--- config.mk ---
export PLATFORM = sky130hd
export DESIGN_NAME = puf_eval_ctrl
export DESIGN_NICKNAME = d
export VERILOG_FILES = /design/src/rtl/puf_eval_ctrl.sv
export SDC_FILE = /design/constraint.sdc
export NUM_CORES = 1
export LEC_CHECK = 0
export CELL_PAD_IN_SITES_DETAIL_PLACEMENT = 1
export CELL_PAD_IN_SITES_GLOBAL_PLACEMENT = 2
export CORE_MARGIN = 4
export CORE_UTILIZATION = 34
export CTS_CLUSTER_DIAMETER = 100
export CTS_CLUSTER_SIZE = 30
export DETAILED_ROUTE_END_ITERATION = 8
export GPL_TIMING_DRIVEN = 0
export HOLD_SLACK_MARGIN = 0.1
export PLACE_DENSITY_LB_ADDON = 0.12
export SYNTH_ARGS = -nofsm -noshare
export SYNTH_HDL_FRONTEND = slang
export SYNTH_SLANG_ARGS = --single-unit
--- constraint.sdc ---
create_clock -name clk -period 1.9 [get_ports clk]
set_input_delay 0.38 -clock clk [delete_from_list [all_inputs] [get_ports clk]]
set_output_delay 0.38 -clock clk [all_outputs]
set_load 0.02 [all_outputs]
--- src/rtl/puf_eval_ctrl.sv ---
// Ring-oscillator PUF evaluation sequencer: for each response bit it steers both muxes, counts RO edges over a window and compares.
// Define PUF_TIE_FLAG_EN to add the tie_mask output flagging equal counts.
module puf_eval_ctrl #(
  parameter int N_BITS        = 8,
  parameter int WINDOW_CYCLES = 1024,
  parameter int SETTLE_CYCLES = 4,
  parameter int CNT_W         = 16
) (
  input  logic              clk,
  input  logic              rst,
  input  logic              start,
  input  logic [7:0]        chall_in,
  input  logic              ro_a,
  input  logic              ro_b,
  output logic [2:0]        sel_a,
  output logic [2:0]        sel_b,
  output logic              ro_en,
  output logic              busy,
  output logic              ready,
  output logic [N_BITS-1:0] response
`ifdef PUF_TIE_FLAG_EN
  ,
  output logic [N_BITS-1:0] tie_mask
`endif
);

  localparam int TIMER_MAX = (WINDOW_CYCLES > SETTLE_CYCLES) ? WINDOW_CYCLES : SETTLE_CYCLES;
  localparam int TIMER_W   = (TIMER_MAX > 1) ? $clog2(TIMER_MAX) : 1;
  localparam int IDX_W     = (N_BITS > 1) ? $clog2(N_BITS) : 1;

  localparam logic [TIMER_W-1:0] SETTLE_LAST = TIMER_W'(SETTLE_CYCLES - 1);
  localparam logic [TIMER_W-1:0] WINDOW_LAST = TIMER_W'(WINDOW_CYCLES - 1);
  localparam logic [IDX_W-1:0]   IDX_LAST    = IDX_W'(N_BITS - 1);

  typedef enum logic [2:0] {IDLE, SETTLE, COUNT, COMPARE, DONE} state_t;

  state_t             state, next_state;
  logic [TIMER_W-1:0] timer;
  logic [IDX_W-1:0]   idx;
  logic [2:0]         chall_a_q, chall_b_q;
  logic [1:0]         a_sync, b_sync;
  logic               a_prev, b_prev;
  logic               a_rise, b_rise;
  logic [CNT_W-1:0]   cnt_a, cnt_b;
  logic               unused_chall;

  // Challenge bits 4:3 steer neither mux.
  assign unused_chall = ^chall_in[4:3];

  // Two-flop synchronizers plus an edge-detect flop. The edge-detect flop is
  // forced high during SETTLE so a transition spanning a mux switch never counts.
  always_ff @(posedge clk or negedge rst) begin
    if (!rst) begin
      a_sync <= '0;
      b_sync <= '0;
      a_prev <= 1'b0;
      b_prev <= 1'b0;
    end else begin
      a_sync <= {a_sync[0], ro_a};
      b_sync <= {b_sync[0], ro_b};
      a_prev <= (state == SETTLE) | a_sync[1];
      b_prev <= (state == SETTLE) | b_sync[1];
    end
  end

  assign a_rise = a_sync[1] & ~a_prev;
  assign b_rise = b_sync[1] & ~b_prev;

  // Saturating edge counters, cleared while the muxes settle.
  always_ff @(posedge clk or negedge rst) begin
    if (!rst) begin
      cnt_a <= '0;
      cnt_b <= '0;
    end else if (state == SETTLE) begin
      cnt_a <= '0;
      cnt_b <= '0;
    end else if (state == COUNT) begin
      if (a_rise && cnt_a != '1) cnt_a <= cnt_a + 1'b1;
      if (b_rise && cnt_b != '1) cnt_b <= cnt_b + 1'b1;
    end
  end

  // NOTE: sequential state uses non-blocking assignments so every flop samples pre-edge values.
  always_ff @(posedge clk or negedge rst) begin
    if (!rst) state <= IDLE;
    else      state <= next_state;
  end

  // NOTE: next_state gets its default first, so no path through the case can infer a latch.
  always_comb begin
    next_state = state;
    case (state)
      IDLE:    if (start) next_state = SETTLE;
      SETTLE:  if (timer == SETTLE_LAST) next_state = COUNT;
      COUNT:   if (timer == WINDOW_LAST) next_state = COMPARE;
      COMPARE: next_state = (idx == IDX_LAST) ? DONE : SETTLE;
      DONE:    next_state = IDLE;
      default: next_state = IDLE;
    endcase
  end

  always_ff @(posedge clk or negedge rst) begin
    if (!rst)                                    timer <= '0;
    else if (state == IDLE || state != next_state) timer <= '0;
    else                                         timer <= timer + 1'b1;
  end

  // Registered outputs and per-bit bookkeeping.
  always_ff @(posedge clk or negedge rst) begin
    if (!rst) begin
      idx       <= '0;
      chall_a_q <= '0;
      chall_b_q <= '0;
      sel_a     <= '0;
      sel_b     <= '0;
      ro_en     <= 1'b0;
      busy      <= 1'b0;
      ready     <= 1'b0;
      response  <= '0;
`ifdef PUF_TIE_FLAG_EN
      tie_mask  <= '0;
`endif
    end else begin
      ro_en <= (next_state == SETTLE) || (next_state == COUNT);
      busy  <= (next_state != IDLE);
      case (state)
        IDLE: if (start) begin
          chall_a_q <= chall_in[2:0];
          chall_b_q <= chall_in[7:5];
          sel_a     <= chall_in[2:0];
          sel_b     <= chall_in[7:5];
          idx       <= '0;
          response  <= '0;
          ready     <= 1'b0;
`ifdef PUF_TIE_FLAG_EN
          tie_mask  <= '0;
`endif
        end
        COMPARE: begin
          response[idx] <= (cnt_a > cnt_b);
`ifdef PUF_TIE_FLAG_EN
          tie_mask[idx] <= (cnt_a == cnt_b);
`endif
          if (idx != IDX_LAST) begin
            idx   <= idx + 1'b1;
            sel_a <= chall_a_q + 3'(idx) + 3'd1;
            sel_b <= chall_b_q + 3'(idx) + 3'd1;
          end
        end
        DONE:    ready <= 1'b1;
        default: ;
      endcase
    end
  end

endmodule

Word level (Yosys, flattened, before mapping)
Index checks and enable logic that the tools add are counted.
{"block": "op_classes", "n_addsub": 8, "magnitude_cmp": 3, "eq_ne": 15, "n_mux": 28, "bitwise": 6, "reduce_logical": 18}
{"op": "2-to-1 mux 16 bit", "n": 6}
{"op": "adder 16 x 1 -> 16 bit, second input constant", "n": 2}
{"op": "inequality test 16 bit, second input constant", "n": 2}
{"op": "2-to-1 mux 3 bit", "n": 10}
{"op": "one-hot mux 3 bit (2 select lines)", "n": 3}
{"op": "> comparator 16 bit", "n": 1}
{"op": "one-hot mux 8 bit (2 select lines)", "n": 1}
{"op": "one-hot mux 3 bit (4 select lines)", "n": 1}
{"op": "adder 10 x 1 -> 10 bit, second input constant", "n": 1}
{"op": "== test 10 bit, second input constant", "n": 1}
{"op": "== test 10 x 2 -> 1 bit, second input constant", "n": 1}
{"op": "2-to-1 mux 10 bit", "n": 1}
{"op": "AND reduction 2 bit", "n": 5}
{"op": "nonzero test 2 bit", "n": 5}
{"op": "adder 3 x 1 -> 3 bit, second input constant", "n": 3}
{"op": "== test 3 x 2 -> 1 bit, second input constant", "n": 3}
{"op": "bitwise mux 8 bit", "n": 1}
{"op": "2-to-1 mux 8 bit", "n": 1}
{"op": "adder 3 bit", "n": 2}
{"op": "== test 3 x 1 -> 1 bit, second input constant", "n": 2}
{"op": "== test 3 bit, second input constant", "n": 2}
{"op": "< comparator 3 x 4 -> 1 bit, second input constant", "n": 1}
{"op": "inequality test 2 bit, second input constant", "n": 2}
{"op": "demux 1 bit (select 3 bit)", "n": 1}
{"op": "other kinds (13)", "n": 20}
{"block": "totals", "ff_bits": 77, "in_bits": 13, "out_inout_bits": 17}

Longest topological paths before layout
Gate-level depths: netlist of run 1.
{"block": "logic_depth", "word_depth": 6, "depth_mapped": 8}

Worst setup path after synthesis of run 1
OpenSTA, ideal clock, no wires.
{"block": "synth_path", "path_kind": "register -> register", "start": "reg cnt_b[1]", "end": "reg response[0]", "setup_time_ns": 0.157, "arrival_ns": 1.850, "required_time_ns": 1.743, "slack_ns": -0.107, "stages_incl_launch_ff": 8, "n_path_buf": 0, "cell_sequence": "dfrtp_1 inv_1 ha_1 nor2b_1 o211ai_1 a21boi_0 nor4_1 o21ai_0"}
{"block": "synth_between", "elab_chain_len": 3}
{"element": "start, declared", "line_no": "44", "rtl": "logic [CNT_W-1:0] cnt_a, cnt_b;"}
{"element": "start signal, assigned", "line_no": "79", "rtl": "if (b_rise && cnt_b != '1) cnt_b <= cnt_b + 1'b1;"}
{"element": "> comparator 16 bit", "line_no": "140", "rtl": "response[idx] <= (cnt_a > cnt_b);"}
{"element": "bitwise mux 8 bit", "line_no": "140"}
{"element": "one-hot mux 8 bit (2 select lines)", "line_no": "126", "rtl": "case (state)"}
{"element": "end signal, assigned by index", "line_no": "140"}
{"element": "end, declared", "line_no": "20", "rtl": "output logic [N_BITS-1:0] response"}
Every way passes these cells.
A chain may end at the register's enable or synchronous reset.

Worst setup path in the final report of run 1
{"block": "layout_path", "start": "reg state[0]", "end": "reg cnt_b[15]"}
{"block": "layout_between", "elab_chain_len": 3, "word_cells_on_any_way": 6, "classes_between": "eq/ne (2); mux (1); reduce/logical (3)"}
{"element": "start, declared", "line_no": "37", "rtl": "state_t state, next_state;"}
{"element": "start signal, assigned", "line_no": "86", "rtl": "else state <= next_state;"}
{"element": "== test 3 x 1 -> 1 bit or == test 3 x 2 -> 1 bit (tied branches)", "line_no": "74, 77"}
{"element": "nonzero test 2 bit (no source line)"}
{"element": "AND reduction 2 bit (no source line)"}
Several ways; a longest one is shown, not always the timed one.

==> summary.txt, run 1 <==
Timing
  – RSZ-0062 raised after global routing: true
  – Worst Skew: 7.57 ps
  – Final period util: 1.05
  – Worst-margin pin slew: around 590 ps
  – Hold Vio Cnt, Final: 0
  – Slew HR: 0.607
  – Final Max Slew Viols: 0
  – Fin crit period: approximately 2000 ps
  – Final worst slack: -92.6 ps
  – Fmax: roughly 500 MHz
  – Setup Viol. Count Final: 13

Synthesis
  – Post-Syn Instances: around 440
  – Mapped cell area: between 4000 and 5000 sq um
  – Cell variety after synth: 53
  – Area leader, netlist: dfrtp_1
  – Largest cells by area after synthesis: dfrtp_1 46%, ha_1 6.9%, nor2_1 4.1%, xnor2_1 3.6%, nand2_1 3.3%
  – Avg Cell Area, Syn: between 9 and 10 sq um
  – Synth cell count leaders: 77 x dfrtp_1, 46 x nor2_1, 37 x nand2_1, 26 x inv_1
  – Post-synth EDFFs: 0
  – Post-Syn Nets: about 470
  – Asr flop ratio synth: 1.00
  – Post-synthesis sequential area ratio: 0.460
  – Most common cell in the netlist: dfrtp_1
  – Top_reg_cell synth: dfrtp_1
  – Number of synthesized register bits: 77
  – Synth warn: 0
  – Area fraction of the dominant cell type after synthesis: 0.460

Setup path
  – Worst endpoint data arrival time: 2260 ps
  – Slowest-stage cell, CP: a311o_2
  – Reg2Reg Depth: 5
  – Worst r2r src: state[0]
  – Setup crit end kind: flip-flop
  – CP peak stage delay: 490 ps
  – CP cell instances: nor3b_4 -> nand3b_1 -> a311o_2 -> or3_4 -> a21oi_2
  – Worst R2R Setup Slack: -90 ps
  – Critical path peak fanout: 8
  – Crit Path Category: reg -> reg
  – Critical Path RT: ~2200 ps
  – Worst Setup SP: state[0]
  – Worst Setup Start Kind: flip-flop
  – Reg-to-Reg End: cnt_b[15]

Cells and area
  – Register Area: ~2000 sq um
  – Share of layout cells above drive strength 1: 0.267
  – Final non-filler cell total: about 660
  – ANT cells: 0
  – Multi-input combinational cell area: ~2400 sq um
  – Area Growth Syn to Fin: 33.6%
  – Fillers: approximately 1300
  – Final Net Count: 547

Clock network
  – Clock sinks: between 70 and 80
  – Maximum clock insertion buffer count: 2
  – CTS clk-pin slew, worst paths: 60 ps
  – Worst-skew pair later-pin latency: approximately 340 ps
  – Root buf cell: clkbuf_16
  – Cts bufs inserted: 9
  – CTS tree: built
  – CTS H-tree lvls: 3

Power
  – Leakage: approximately 0.0024 uW
  – Power per cell area: 850 nW/um^2
  – Maximum vdd drop: 0.000406 V

Placement
  – Post-Place Worst Slack: -550 ps
  – Hpwl dp: ~7600 um
  – Routability cong.: between 0.7 and 0.8
  – Number of placed instances, taps included: just over 600
  – PortBufs: 27

Die
  – Die Y-Extent: 119 um
  – Initial Util: 0.348
  – Die footprint: approximately 14000 sq um
  – Rows: 40
  – Core Region: about 12000 sq um
  – Die X-Extent: 119 um
  – I/O pin count: 30

Outcome
  – Status: finished, violations left
  – Failing checks: setup timing

Route
  – DRT Wirelength: approximately 12000 um
  – Via density: approximately 5.3
  – Via count: around 3500
  – Antenna Nets Post-Route: 0
  – # DRC: 0
  – Initial DRT Pass Iterations: 4
  – DR WL/cell: between 15 and 20 um
  – Starting DRT DRC Count: 124

GRT
  – Global Route Usage Sum: 0.167
  – First-pass GRT wire length: approximately 19000 um
  – Vias in the first global route: ~3800
  – Total grt overflow: 0
  – Initial antenna violation count: 0
  – Largest net degree at the start of global routing: 42

Min path
  – Hold/Removal Path Class: reg -> reg
  – Hold_sp: a_sync[0]
  – Hold worst-path end: a_sync[1]
  – Worst Hold Depth: 0

Run
  – Max Cap Viol: 0
[layout by cell type (no fill, tap or decap), types with 4 or more instances in the layout]
| cell | instances |
|---|---|
| a31oi_1 | 4 |
| dfrtp_1 | 65 |
| xor2_1 | 8 |
| nand2b_1 | 6 |
| nor4_1 | 4 |
| ha_4 | 6 |
| clkdlybuf4s50_1 | 26 |
| nand3_1 | 24 |
| inv_1 | 22 |
| mux2i_1 | 4 |
| nand2_1 | 37 |
| a211oi_1 | 4 |
| ha_1 | 15 |
| a21oi_1 | 19 |
| inv_2 | 4 |
| nand4_1 | 16 |
| xnor2_1 | 17 |
| buf_6 | 6 |
| nor2_1 | 45 |
| and4_1 | 6 |
| o21ai_0 | 8 |
| mux2_2 | 7 |
| and3_1 | 5 |
| clkbuf_16 | 9 |
| clkbuf_1 | 5 |
| buf_4 | 32 |
| dfrtp_2 | 12 |
| nor3_1 | 5 |
| o21ai_1 | 4 |
| o21ai_2 | 6 |
| a21oi_2 | 6 |
| nor2b_1 | 4 |
[state kept, by name (all words and copies together), names as in the netlist]
name and count:
b_prev 1, timer 10, ready 1, busy 1, chall_b_q 3, idx 3, sel_b 3, a_sync 2
sel_a 3, response 8, ro_en 1, a_prev 1, cnt_b 16, cnt_a 16, state 3, chall_a_q 3
b_sync 2
[worst max-delay path by stage]
stage | end | slack [ps] | cells after the start
after floorplan | cnt_a[9] | -10 | 7
after global placement | sel_b[2] | -2590 | 1
after detailed placement | response[2] | -550 | 7
after CTS | cnt_a[13] | -80 | 8
after global routing | cnt_b[15] | -190 | 5
final | cnt_b[15] | -90 | 5
[layer usage]
metal | up-vias | GRT usage | share of wire
li1 | 1699 | - | -
met2 | 34 | 0.281 | 0.50
met4 | 0 | 0.0768 | 0.024
met5 | - | 0 | 0
met1 | 1781 | 0.210 | 0.46
met3 | 16 | 0.0252 | 0.017
[power breakdown]
group / internal [uW] / total, uW / switching (uW)
clock network: 956 / 1660 / 701
registers: 1760 / 1890 / 129
logic: 566 / 1200 / 638
[repair_timing]
| item | CTS | global route |
|---|---|---|
| hold endpoints to repair | 36 | 0 |
| resized for setup | 57 | 39 |
| hold buffers | 1 | 0 |
| cloned | 1 | 1 |
| endpoints found under the setup margin | 55 | 46 |
| buffers inserted | 23 | 15 |
| pin swaps | 18 | 21 |
[logic make-up (layout without fill, tap and decap cells)]
logic type               after synthesis  after routing  share of synthesized area
AO/OA/AOI/OAI                         77             78                      0.113
XOR/XNOR                              25             25                     0.0523
adder cells (fa/ha/maj)               25             25                     0.0783
buffers and inverters                 40            117                     0.0424
flip-flops                            77             77                      0.460
multiplexers                          11             11                     0.0284
AND/OR/NAND/NOR                      181            181                      0.225
[worst max-delay path: cells and delay by family (launching register included)]
kind            cells  cell delay [ps]
compound gates      2              620
flops               1              440
simple gates        3              850
[cell type report]
| class | count | share of cell area |
|---|---|---|
| buffer | 8 | 0.00917 |
| clock buffer | 13 | 0.0465 |
| clock inverter | 3 | 0.00358 |
| inverter | 26 | 0.0175 |
| multi-input combinational | 320 | 0.432 |
| sequential | 77 | 0.347 |
| tap | 147 | 0.0329 |
| timing repair buffer | 67 | 0.111 |
[per-stage QoR]
step           power, uW  area [sq um]  setup TNS, ps  hold WS (ps)  utilization
2_1_floorplan       2430          4190          -26.7          84.4            -
3_3_place_gp        2670          4650        -212980           337        0.387
3_5_place_dp        2730          4670         -15640           339        0.389
4_1_cts             4700          5350           -388           354        0.446
5_1_grt             5020          5590          -1740           367        0.466
6_report            4750          5590           -611           350        0.466
(Power assumes the default switching activity.)
==> inputs of run 2 (changes only) <==
--- a/config.mk
+++ b/config.mk
@@ -14,7 +14,8 @@
 export DETAILED_ROUTE_END_ITERATION = 8
 export GPL_TIMING_DRIVEN = 0
 export HOLD_SLACK_MARGIN = 0.1
-export PLACE_DENSITY_LB_ADDON = 0.12
+export PLACE_DENSITY_LB_ADDON = 0.08
 export SYNTH_ARGS = -nofsm -noshare
 export SYNTH_HDL_FRONTEND = slang
 export SYNTH_SLANG_ARGS = --single-unit
+export TNS_END_PERCENT = 100
==> run 2 against run 1 <==
  * The run still ends with setup timing left
  * Worst hold slack gained 1.1 ps
  * Critical path depth stayed put
  * First-iteration DRC count is 42% lower
  * Sequential power about the same
  * Via count down 0.37%
  * Non-clock buffer count fell by 7
  * Global-route usage grew 0.33 points
  * Die area is the same
  * Clock power grew 7%
  * Routed wire length decreased by 0.50%
  * Setup slack got worse by 37 ps
==> summary.txt, run 2 (synthesized netlist as in run 1, its figures left out) <==
Setup path
  – CP peak stage delay: 490 ps
  – Top delay family on crit path: simple AND/OR/NAND/NOR gates
  – Worst Setup Start Kind: flip-flop
  – Critical Path RT: ~2200 ps
  – Worst endpoint data arrival time: around 2300 ps
  – Critical path peak fanout: 8
  – Crit path buffers/inverters: 0
  – CP cell instances: ha_1 -> and3_4 -> a311o_2 -> or3_1 -> a21oi_1
  – Setup crit end kind: flip-flop
  – Crit Path Category: reg -> reg
  – Slowest-stage cell, CP: a311o_2

Timing
  – RSZ-0062 raised after global routing: true
  – Final period util: 1.07
  – Final Max Slew Viols: 0
  – Setup Viol. Count Final: 18
  – Worst-margin pin slew: 624 ps
  – Slew HR: 0.584
  – Hold WS: ~350 ps
  – Fin crit period: a little over 2000 ps
  – Fmax: about 490 MHz
  – Final worst slack: -130 ps
  – Hold Vio Cnt, Final: 0
  – Worst Skew: roughly 7 ps

Power
  – Leakage: between 0.002 and 0.0025 uW
  – Net switching power figure: around 1500 uW
  – Comb pwr share: 0.238
  – Sequential share of power: 0.395
  – Clock share of power: 0.367
  – Power per cell area: around 860 nW/um^2
  – Maximum vdd drop: ~0.00046 V
  – P_int: approximately 3400 uW
  – Switching share of power: 0.306

Clock network
  – CTS clk-pin slew, worst paths: approximately 60 ps
  – CTS tree: built
  – Cts bufs inserted: 9
  – CTS H-tree lvls: 3
  – Root buf cell: clkbuf_16
  – Maximum clock insertion buffer count: 2
  – Clock sinks: 77
  – Worst-skew pair later-pin latency: approximately 350 ps

Die
  – Die Y-Extent: 119 um
  – Rows: 40
  – I/O pin count: 30
  – Die X-Extent: about 120 um
  – Core Region: 12000 sq um
  – Initial Util: 0.348
  – Die footprint: between 10000 and 15000 sq um

Placement
  – Post-placement cell area: 4670 sq um
  – Number of placed instances, taps included: roughly 610
  – Hpwl dp: around 7600 um
  – PortBufs: 27
  – Routability cong.: between 0.7 and 0.8

Cells and area
  – Share of layout cells above drive strength 1: 0.249
  – Design Area, Final: 5650 sq um
  – Post-layout util: 0.470
  – Most frequent cells in the layout: 69 x dfrtp_1, 45 x nor2_1, 36 x nand2_1
  – Fillers: roughly 1300
  – Area Growth Syn to Fin: 35.0%
  – ANT cells: 0
  – Commonest non-fill, non-tap cell in the layout: dfrtp_1
  – Final Net Count: between 500 and 600
  – Final non-filler cell total: approximately 650
  – Largest registers: cnt_a (16), cnt_b (16), timer (10)

GRT
  – Total grt overflow: 0
  – First-pass GRT wire length: 19100 um
  – Largest net degree at the start of global routing: 46
  – Vias in the first global route: 3787
  – Initial antenna violation count: 0
  – Global Route Usage Sum: 0.170

Route
  – Starting DRT DRC Count: 72
  – # DRC: 0
  – Via count: ~3500
  – Met3 wire length: about 210 um
  – Routed met1 length: approximately 5100 um
  – DR WL/cell: between 15 and 20 um
  – Via density: 5.38
  – Top Layer Used: met4
  – Routed met2 length: roughly 6000 um
  – Antenna Nets Post-Route: 0
  – Initial DRT Pass Iterations: 4
  – DRT Wirelength: approximately 11000 um

Run
  – Max Cap Viol: 0

Outcome
  – Status: finished, violations left
  – Failing checks: setup timing

Min path
  – Hold/Removal Path Class: reg -> reg
==> run 2: worst paths after layout <==
kind | startpoint | endpoint | slack, ps | depth (start not counted)
setup / recovery | cnt_b[1] | cnt_b[15] | -130 | 5
hold / removal | a_sync[0] | a_sync[1] | 350 | 0
min in group asynchronous | rst | cnt_a[13] | 530 | 2
hold reg to reg | a_sync[0] | a_sync[1] | 350 | 0
setup reg to reg | cnt_b[1] | cnt_b[15] | -130 | 5
max in group asynchronous | rst | idx[1] | 730 | 3
==> run 2: worst reg2reg max path, stage by stage, from the launching register on <==
cell and delay [ps]:
dfrtp_2 440, ha_1 260, and3_4 260, a311o_2 490, or3_1 370, a21oi_1 140
==> run 2: layout make-up <==
class / count / area [sq um] / area share
inverter: 26 / 97.6 / 0.0173
clock inverter: 5 / 60.1 / 0.0106
multi-input combinational: 320 / 2490 / 0.441
tap: 147 / 184 / 0.0326
sequential: 77 / 1940 / 0.343
clock buffer: 11 / 243 / 0.0430
timing repair buffer: 57 / 551 / 0.0975
buffer: 11 / 88.8 / 0.0157
==> run 2: per-layer routing <==
| metal | global-route usage | vias up |
|---|---|---|
| met5 | 0 | - |
| met4 | 0.0659 | 0 |
| met3 | 0.0252 | 12 |
| met2 | 0.299 | 34 |
| met1 | 0.210 | 1789 |
| li1 | - | 1682 |
==> run 2: power groups by stage <==
stage | Clock [uW] | Combinational (uW) | Sequential [uW]
global route | 1910 | 1270 | 1940
CTS | 1830 | 1100 | 1910
global placement | 0 | 727 | 1960
floorplan | 0 | 522 | 1900
detailed placement | 0 | 790 | 1960
finish | 1780 | 1150 | 1910
==> run 2: metrics by stage <==
stage	worst slack, ps	setup TNS (ps)	total power (uW)
floorplan	-11.6	-26.7	2430
global placement	-2590	-213360	2690
detailed placement	-617	-15700	2750
CTS	-85.0	-445	4840
global route	-245	-4000	5120
finish	-130	-1010	4840
==> run 2: repair_timing <==
item / in CTS / in global routing
gates resized for setup: 64 / 42
endpoints found under the hold margin: 32 / 0
pin swaps: 19 / 27
setup buffers: 22 / 6
gates cloned: 0 / 1
hold buffers: 1 / 0
endpoints found under the setup margin: 52 / 49
==> edit: new RTL, settings of run 2 <==
Build with the macro `PUF_TIE_FLAG_EN` defined.
--- a/src/rtl/puf_eval_ctrl.sv
+++ b/src/rtl/puf_eval_ctrl.sv
@@ -2,2 +2,4 @@
 // Define PUF_TIE_FLAG_EN to add the tie_mask output flagging equal counts.
+`define PUF_TIE_FLAG_EN
+
 module puf_eval_ctrl #(
Formal check against the unedited RTL (old outputs only; new: tie_mask): equivalent (Yosys induction, for registers that start in step).
==> edit against run 2 <==
The flow now finishes without violations. Critical path type unchanged. Count of clock-buffer cells in the layout up 1. Synthesized cell count up 3.2%. Largest cell class unchanged. Critical endpoint is now cnt_a[11]. Clock power grew 9%. Power is 2.3% higher. Wire length is 3.9% lower. Sequential share of layout area increased by 3.1 points. Area after synthesis is 6.3% higher. Sequential cell count is 8 higher. Cell area increased by 1.1%. Setup slack better by 0.14 ns.
==> edit: results (changes against run 2) <==
| Metric | Value |
|---|---|
| Count of different cell masters after synthesis | `50 (-5.7%)` |
| Initial antenna violation count | `0 (unchanged)` |
| WL met2 | `5270 microns (-11%)` |
| Layout fillers | `1473 (+10%)` |
| Detail Route met3 WL | `198 microns (-5.3%)` |
| CTS Buf Count | `9 (unchanged)` |
| Seq pwr share | `41.3% (+1.8 points)` |
| First DRT Iteration DRCs | `148 (+110%)` |
| Gr usage total | `16.16% (-0.85 points)` |
| Nets | `555 (+2.8%)` |
| Worst Hold Class | `reg2reg` |
| Clock net power | `1940 uW (+9%)` |
| CP Data Arrival Time | `2.12 ns (-0.18 ns)` |
| H-Tree Level Count | `3 (unchanged)` |
| Top cells by area, synth | `dfrtp_1, ha_1, nand2_1` |
| Comb pwr share | `19.4% (-4.4 points)` |
| Peak VDD IR | `0.0004255 V (-7.4%)` |
| Hold WS | `0.3511 ns (+0.0002710 ns)` |
| R2r setup slk | `0.008 ns (+0.14 ns)` |
| Sequential cell area | `2136 sq um (+10%)` |
| Synth warn | `0 (unchanged)` |
| Placed insts | `658 (+7.7%)` |
| Synthesized net count | `488 (+3.0%)` |
| Met1 Wirelength | `5383 microns (+4.8%)` |
| Worst-path maximum fanout | `5 (-3)` |
| Met3 GRT Util | `2.811% (+0.29 points)` |
| Ratio of cells with drive above 1 in the final layout | `17.82% (-7.0 points)` |
| Placed inst area | `5045 sq um (+8.0%)` |
| Hpwl dp | `7926 microns (+4.4%)` |
| Syn Inst Count | `450 (+3.2%)` |
| Number of iterations in the first detailed-routing pass | `4 (unchanged)` |
| M1 GR Usage | `22.01% (+1.0 points)` |
| Place WS | `-0.4810 ns (+0.1355 ns)` |
| Pleak | `0.002589 uW (+8.4%)` |
| Via count | `3506 (-0.31%)` |
| Worst Tran Pin Value | `0.6625 ns (+0.03833 ns)` |
| Commonest cells in the netlist | `dfrtp_1, nand2_1, nor2_1` |
| Clock slew at reported path FFs | `0.07 ns` |
| Fin cells | `694 (+6.1%)` |
| M2 GR Usage | `25.66% (-4.2 points)` |
| Fin crit share | `99.55% (-7.3 points)` |
| Global placement routability congestion | `0.7023 (-5.9%)` |
| Sequential area share after synthesis | `47.81% (+1.8 points)` |
| Highest metal used | `met4` |
| Largest net degree at the start of global routing | `55 (+20%)` |
| Psw | `1380 uW (-7.0%)` |
| Port Buffer Count | `35 (+30%)` |
| WL final | `11040 microns (-3.9%)` |
| First-pass GRT wire length | `18940 microns (-1.1%)` |
| Max Buffers Root-to-Sink | `2 (unchanged)` |
| Status | `finished clean` |
| Vias in the first global route | `3698 (-2.4%)` |
| Clk_skew | `0.008484 ns (+0.001369 ns)` |
## edit: cell types whose count changed in the layout (fill, tap and decap cells not counted), sizes merged, moves of 7 or more
cell / before / now
nand3: 26 / 18
nand2: 37 / 53
nor3: 8 / 15
a21oi: 25 / 16
buf: 34 / 23
mux2i: 4 / 14
dfrtp: 77 / 85
clkdlybuf4s50: 26 / 34
## edit: kinds of logic (layout without fill, tap and decap cells)
family / after synthesis / count (layout) / share of synthesized area [%]
AO/OA/AOI/OAI: 60 / 60 / 8.634
XOR/XNOR: 28 / 28 / 5.512
adder cells (fa/ha/maj): 25 / 25 / 7.368
buffers and inverters: 34 / 106 / 2.896
flip-flops: 85 / 85 / 47.81
multiplexers: 22 / 22 / 5.174
AND/OR/NAND/NOR: 196 / 196 / 22.61
## edit: path summary, 6_finish.rpt
check                           cells past startpoint         to  startpoint
min in group asynchronous                           2  cnt_a[10]         rst
worst min-delay path                                0  a_sync[1]   a_sync[0]
max in group asynchronous                           3     idx[0]         rst
worst max-delay path                                7  cnt_a[11]    cnt_a[0]
worst min register to register                      0  a_sync[1]   a_sync[0]
worst max register to register                      7  cnt_a[11]    cnt_a[0]
## edit: layout make-up
type,count,share of cell area (%)
clock buffers,12,4.493
well taps,172,3.769
repair buffers,57,9.730
inverters,23,1.512
plain buffers,10,0.7890
clock inverters,4,1.227
flip-flops and latches,85,37.41
multi-input cells,331,41.07
## edit: worst max-delay path: stages (launching register included)
cell	delay [ns]
dfrtp_1	0.40
ha_2	0.23
nand4_1	0.22
nor3_4	0.38
buf_6	0.16
and4bb_1	0.19
xnor2_1	0.14
nor2_1	0.05
## edit: timing repair
action	4_1_cts	5_1_grt
hold endpoints to repair	31	0
hold buffers	1	0
pin swaps	7	6
resized for setup	26	27
buffers inserted	11	9
setup endpoints to repair	51	53
gates cloned	0	0
